===== config.mk =====
export PLATFORM = sky130hd
export DESIGN_NAME = cache_mem_ctrl
export DESIGN_NICKNAME = d
export VERILOG_FILES = /design/src/rtl/mem_ctrl_pkg.sv /design/src/rtl/mem_wait_wdog.sv /design/src/rtl/cache_mem_ctrl.sv
export SDC_FILE = /design/constraint.sdc
export NUM_CORES = 1
export LEC_CHECK = 0
export CAP_MARGIN = 20
export CORE_ASPECT_RATIO = 1.1
export CORE_UTILIZATION = 38
export DETAILED_ROUTE_END_ITERATION = 16
export PLACE_DENSITY = 0.78
export SYNTH_ARGS = -nofsm -noshare
export SYNTH_HDL_FRONTEND = slang
export SYNTH_HIERARCHICAL = 1
export SYNTH_SLANG_ARGS = --single-unit

===== constraint.sdc =====
create_clock -name clk -period 4.99 [get_ports clk]
set_input_delay 0.998 -clock clk [delete_from_list [all_inputs] [get_ports clk]]
set_output_delay 0.998 -clock clk [all_outputs]
set_load 0.05 [all_outputs]

===== src/rtl/mem_ctrl_pkg.sv =====
// Shared types and sizes for the cache-side unified-memory line controller.
// The state and requester-source enums are used by the top and its watchdog.
package mem_ctrl_pkg;

    localparam int LINE_AW = 14;
    localparam int LINE_DW = 64;

    typedef enum logic [2:0] {
        ST_IDLE    = 3'd0,
        ST_WB_REQ  = 3'd1,
        ST_WB_WAIT = 3'd2,
        ST_RD_REQ  = 3'd3,
        ST_RD_WAIT = 3'd4,
        ST_RESP    = 3'd5
    } state_e;

    typedef enum logic {
        SRC_I = 1'b0,
        SRC_D = 1'b1
    } src_e;

    function automatic logic is_wait(input state_e s);
        return (s == ST_WB_WAIT) || (s == ST_RD_WAIT);
    endfunction

endpackage


===== src/rtl/mem_wait_wdog.sv =====
// Counts cycles spent in a memory WAIT state and raises a sticky error
// once WAIT_LIMIT is reached; only reset clears the error.
module mem_wait_wdog
    import mem_ctrl_pkg::*;
#(
    parameter int WAIT_LIMIT = 15
) (
    input  logic clk,
    input  logic rst,
    input  logic waiting,
    output logic mem_err
);

    localparam int CW = $clog2(WAIT_LIMIT + 1);

    logic [CW-1:0] cnt_q, cnt_d;
    logic          err_q, err_d;

    // Counter restarts whenever the FSM is outside a WAIT state, so each
    // WAIT entry begins from zero; it saturates so it cannot wrap.
    always_comb begin
        cnt_d = '0;
        err_d = err_q;
        if (waiting) begin
            cnt_d = (cnt_q == CW'(WAIT_LIMIT)) ? cnt_q : cnt_q + 1'b1;
            if (cnt_d == CW'(WAIT_LIMIT)) begin
                err_d = 1'b1;
            end
        end
    end

    always_ff @(posedge clk or posedge rst) begin
        if (rst) begin
            cnt_q <= '0;
            err_q <= 1'b0;
        end else begin
            cnt_q <= cnt_d;
            err_q <= err_d;
        end
    end

    assign mem_err = err_q;

endmodule


===== src/rtl/cache_mem_ctrl.sv =====
// Arbitrates I-cache fills and D-cache writeback/fills onto the unified memory,
// issuing one-cycle re/we strobes and returning registered 64-bit lines.
module cache_mem_ctrl
    import mem_ctrl_pkg::*;
#(
    parameter int LINE_AW    = mem_ctrl_pkg::LINE_AW,
    parameter int LINE_DW    = mem_ctrl_pkg::LINE_DW,
    parameter int WAIT_LIMIT = 15
) (
    input  logic               clk,
    input  logic               rst,
    input  logic               i_req,
    input  logic [LINE_AW-1:0] i_line_addr,
    input  logic               d_req,
    input  logic [LINE_AW-1:0] d_line_addr,
    input  logic               d_dirty,
    input  logic [LINE_AW-1:0] d_vic_addr,
    input  logic [LINE_DW-1:0] d_vic_data,
    output logic               i_fill_vld,
    output logic               d_fill_vld,
    output logic [LINE_DW-1:0] fill_data,
    output logic               busy,
    output logic               mem_err,
    output logic [LINE_AW-1:0] mem_addr,
    output logic               mem_re,
    output logic               mem_we,
    output logic [LINE_DW-1:0] mem_wdata,
    input  logic [LINE_DW-1:0] mem_rd_data,
    input  logic               mem_rdy
);

    state_e             state_q, state_d;
    src_e               src_q, src_d;
    logic [LINE_AW-1:0] fill_addr_q, fill_addr_d;
    logic [LINE_AW-1:0] mem_addr_q, mem_addr_d;
    logic [LINE_DW-1:0] mem_wdata_q, mem_wdata_d;
    logic [LINE_DW-1:0] fill_data_q, fill_data_d;
    logic [LINE_AW-1:0] sel_addr;
    logic               take;

    always_comb begin
        state_d     = state_q;
        src_d       = src_q;
        fill_addr_d = fill_addr_q;
        mem_addr_d  = mem_addr_q;
        mem_wdata_d = mem_wdata_q;
        fill_data_d = fill_data_q;
        take        = mem_rdy && (i_req || d_req);
        sel_addr    = d_req ? d_line_addr : i_line_addr;

        case (state_q)
            ST_IDLE: begin
                // mem_rdy gating also covers an op left running across a reset.
                if (take) begin
                    src_d       = d_req ? SRC_D : SRC_I;
                    fill_addr_d = sel_addr;
                    if (d_req && d_dirty) begin
                        state_d     = ST_WB_REQ;
                        mem_addr_d  = d_vic_addr;
                        mem_wdata_d = d_vic_data;
                    end else begin
                        state_d    = ST_RD_REQ;
                        mem_addr_d = sel_addr;
                    end
                end
            end
            ST_WB_REQ: begin
                state_d = ST_WB_WAIT;
            end
            ST_WB_WAIT: begin
                if (mem_rdy) begin
                    state_d    = ST_RD_REQ;
                    mem_addr_d = fill_addr_q;
                end
            end
            ST_RD_REQ: begin
                state_d = ST_RD_WAIT;
            end
            ST_RD_WAIT: begin
                if (mem_rdy) begin
                    state_d     = ST_RESP;
                    fill_data_d = mem_rd_data;
                end
            end
            ST_RESP: begin
                state_d = ST_IDLE;
            end
            default: begin
                state_d = ST_IDLE;
            end
        endcase
    end

    always_ff @(posedge clk or posedge rst) begin
        if (rst) begin
            state_q     <= ST_IDLE;
            src_q       <= SRC_I;
            fill_addr_q <= '0;
            mem_addr_q  <= '0;
            mem_wdata_q <= '0;
            fill_data_q <= '0;
        end else begin
            state_q     <= state_d;
            src_q       <= src_d;
            fill_addr_q <= fill_addr_d;
            mem_addr_q  <= mem_addr_d;
            mem_wdata_q <= mem_wdata_d;
            fill_data_q <= fill_data_d;
        end
    end

    mem_wait_wdog #(
        .WAIT_LIMIT (WAIT_LIMIT)
    ) u_wdog (
        .clk     (clk),
        .rst     (rst),
        .waiting (is_wait(state_q)),
        .mem_err (mem_err)
    );

    // Moore outputs: strobes and fill pulses decode straight from the state register.
    assign mem_re     = (state_q == ST_RD_REQ);
    assign mem_we     = (state_q == ST_WB_REQ);
    assign i_fill_vld = (state_q == ST_RESP) && (src_q == SRC_I);
    assign d_fill_vld = (state_q == ST_RESP) && (src_q == SRC_D);
    assign busy       = (state_q != ST_IDLE);
    assign mem_addr   = mem_addr_q;
    assign mem_wdata  = mem_wdata_q;
    assign fill_data  = fill_data_q;

endmodule


==> results.md <==
- Outcome: finished clean
- Part of the Yosys area used for sequential elements: between 50 and 60%
- Clock sink total: 165
- CP max stage cell: clkdlybuf4s50_1
- Yosys warns: 6
- Switch Pwr: 3.75 mW
- Max Root-Sink Buffers: 2
- Die width: ~130 um
- Post-Place Cell Area: roughly 0.010 sq mm
- Max Slew Vio Count: 0
- Clk_lat worst skew: between 0.4 and 0.5 ns
- Crit Path Class: reg -> out
- Int Pwr: around 4.4 mW
- Post-layout nets: between 900 and 1000
- Commonest non-fill, non-tap cell in the layout: clkdlybuf4s50_1
- Global-route wire length before repair: around 28000 um
- Final setup fails: 0
- FF-to-FF path depth: 4
- Die area: between 0.015 and 0.02 sq mm
- Core area: around 0.018 sq mm
- Layout cells sized above 1: a little over a fifth
- Clock-pin slew of the registers on the worst-case setup and hold paths: roughly 0.07 ns
- Req. time, crit path: 3.99 ns
- Max-slew headroom: between 20 and 30%
- Gate Count Post-Synth: 486
- Reg2reg start: state_q[0]
- Flop-to-flop setup slack: roughly 2.6 ns
- Peak supply drop: ~0.00036 V
- Via density: 4.90
- Post-cts resize count: 0
- Rows: 51
- Fin crit share: 68.6%
- Remaining DRCs: 0
- Hpwl dp: between 10000 and 15000 um
- Hold Slack: 0.472 ns
- Reg-to-Reg End: mem_wdata[52]
- Drt pass-1 iters: 4
- P&R area growth vs syn: 56.5%
- I/O Pins: ~320
- Sum Neg Setup Slack: 0 ns
- Mapped cell area: about 0.007 sq mm
- RSZ-0062 raised after global routing: no
- Max_cap viols: 0
- Initial core utilization: about 39%
- 1st-iter DRT viols: 221
- Worst hold path startpoint: u_wdog/mem_err
- Routed via count: 5183
- DRT antenna net count: 0
- N_diodes: 0
- Final Cell Area: around 0.011 sq mm
- Leak: around 4.7 nW
- Die height: ~140 um
- CTS tree: done
- CP max stage delay: approximately 0.86 ns
- Synthesized Nets: 663
- Wire length per cell: approximately 17 um
- GRT overflow: 0
- Crit path cell chain: nand2b_2 -> nor3_1 -> clkdlybuf4s50_1
- Hold path cells: 1
- Fin. Hold Viols: 0
- Final wirelength: 18400 um
- Final Wtd Congestion: slightly above 0.8
- Setup Skew: about 0.011 ns
- Total GRT Usage: between 10% and 20%
- Slew @ Worst Pin: 1.06 ns
- Initial antenna violation count: 0
- Root buffer cell: clkbuf_16
- Final Critical Period: approximately 3.4 ns
- H-tree depth: 4
- Cts bufs inserted: 17
- Switching share of power: 46.0%
- Logic pwr share: between 50% and 60%
- Number of port buffers: 323
- Mean Syn Cell Area: around 14 sq um
- Reg power frac: between 20% and 30%
- Hold Path End: u_wdog/mem_err
- Flip-flop and latch count after synthesis: around 170
- Number of global-route vias before repair: about 5400
- Setup crit end kind: output port
- Startpoint types: flop
- Power per standard cell area: 740 mW/mm^2
- CTS hold repair buffers: 0
- Pin count of the biggest net entering global routing: 83
- CP Max Fanout: 11
- # Post-CTS Setup Buffers: 0
- Synth cell types: 48
- Most frequent cells in the layout: 323 x clkdlybuf4s50_1, 165 x dfrtp_1, 125 x mux2_2
- CP arrival: about 2.4 ns
- Max frequency: roughly 290 MHz
- Clock Power Share: between 10% and 20%
- Min-delay worst type: reg -> reg
==> final cells by class <==
class / instances / area [sq um]
flip-flops and latches: 165 / 4130
repair buffers: 329 / 3290
fillers: 1420 / 6930
well taps: 238 / 298
clock inverters: 14 / 164
inverters: 6 / 26.3
multi-input cells: 287 / 2660
clock buffers: 18 / 439
==> cell families after synthesis <==
family | after synthesis | synth area share, %
and+or+nand+nor | 67 | 6.30
xor gates and xnor gates | 2 | 0.249
buffers and inverters | 34 | 3.47
DFF | 165 | 58.8
AOI/OAI and AO/OA | 59 | 5.88
adders and majority gates | 1 | 0.178
muxes | 158 | 25.2
==> state kept, by name (all words and copies together), names as in the netlist <==
register        cells
fill_data          64
mem_addr           14
fill_addr_q        14
src_q               1
state_q             3
mem_wdata          64
u_wdog/cnt_q        4
u_wdog/mem_err      1
==> power by group through the flow <==
| stage | clock network (mW) | registers [mW] | logic (mW) |
|---|---|---|---|
| global route | 1.42 | 2.43 | 4.64 |
| floorplan | 0 | 4.28 | 1.01 |
| CTS | 1.36 | 2.35 | 4.51 |
| finish | 1.33 | 2.35 | 4.47 |
| global placement | 0 | 2.33 | 4.43 |
| detailed placement | 0 | 2.37 | 4.50 |
==> per-layer routing <==
metal | part of all wire [%] | wire length (um) | GRT usage (%)
met1 | 39 | 7210 | 22.5
met2 | 54 | 9990 | 34.7
met3 | 5.0 | 913 | 4.59
met4 | 1.5 | 274 | 6.98
met5 | 0 | 0 | 0
==> per-stage QoR <==
stage	std cells	power [mW]	utilization, %	setup slack [ns]
3_5_place_dp	1025	6.87	58.0	1.59
3_3_place_gp	1025	6.76	58.0	1.73
6_report	1057	8.15	61.4	1.57
4_1_cts	1057	8.22	61.4	1.54
2_1_floorplan	486	5.30	-	1.96
5_1_grt	1057	8.48	61.4	1.43
==> synth_stat cells (all sizes together) <==
| library cell | instances | area [sq um] |
|---|---|---|
| dfrtp | 165 | 4130 |
| and3 | 1 | 11.3 |
| clkbuf | 7 | 27.5 |
| nand2 | 12 | 45.0 |
| nor3b | 3 | 38.8 |
| a31oi | 8 | 50.1 |
| and3b | 7 | 61.3 |
| nor3 | 6 | 35.0 |
| inv | 6 | 22.5 |
| a31o | 1 | 8.76 |
| a2111oi | 7 | 61.3 |
| a21o | 8 | 60.1 |
| and2 | 1 | 6.26 |
| buf | 21 | 194 |
| or2 | 1 | 6.26 |
| o21bai | 1 | 7.51 |
| mux2i | 8 | 80.1 |
| xor2 | 1 | 8.76 |
| o31ai | 7 | 52.6 |
| mux2 | 150 | 1690 |
| nand4 | 1 | 21.3 |
| xnor2 | 1 | 8.76 |
| a21oi | 8 | 40.0 |
| and2b | 1 | 7.51 |
| o21ai | 8 | 40.0 |
| nand2b | 3 | 21.3 |
| nor2 | 19 | 106 |
| or3b | 2 | 17.5 |
| a211o | 7 | 61.3 |
| a311oi | 1 | 8.76 |
| a211oi | 3 | 22.5 |
| ha | 1 | 12.5 |
| or3 | 1 | 6.26 |
| nor2b | 7 | 43.8 |
| nand3 | 2 | 15.0 |
==> worst max-delay path: cells and delay by family (launching register included) <==
family | cells | cell delay, ns
flip-flops | 1 | 0.67
AND/OR/NAND/NOR | 2 | 0.48
buffers and inverters | 1 | 0.86
==> how the worst max path moves through the flow <==
stage	from	endpoint	slack (ns)
floorplan	rst	fill_addr_q[0]	1.96
global placement	d_dirty	mem_wdata[17]	1.73
detailed placement	mem_rdy	mem_wdata[59]	1.59
CTS	state_q[2]	i_fill_vld	1.54
global route	state_q[2]	i_fill_vld	1.43
finish	state_q[2]	i_fill_vld	1.57
Power figures use the tool's default switching activity.
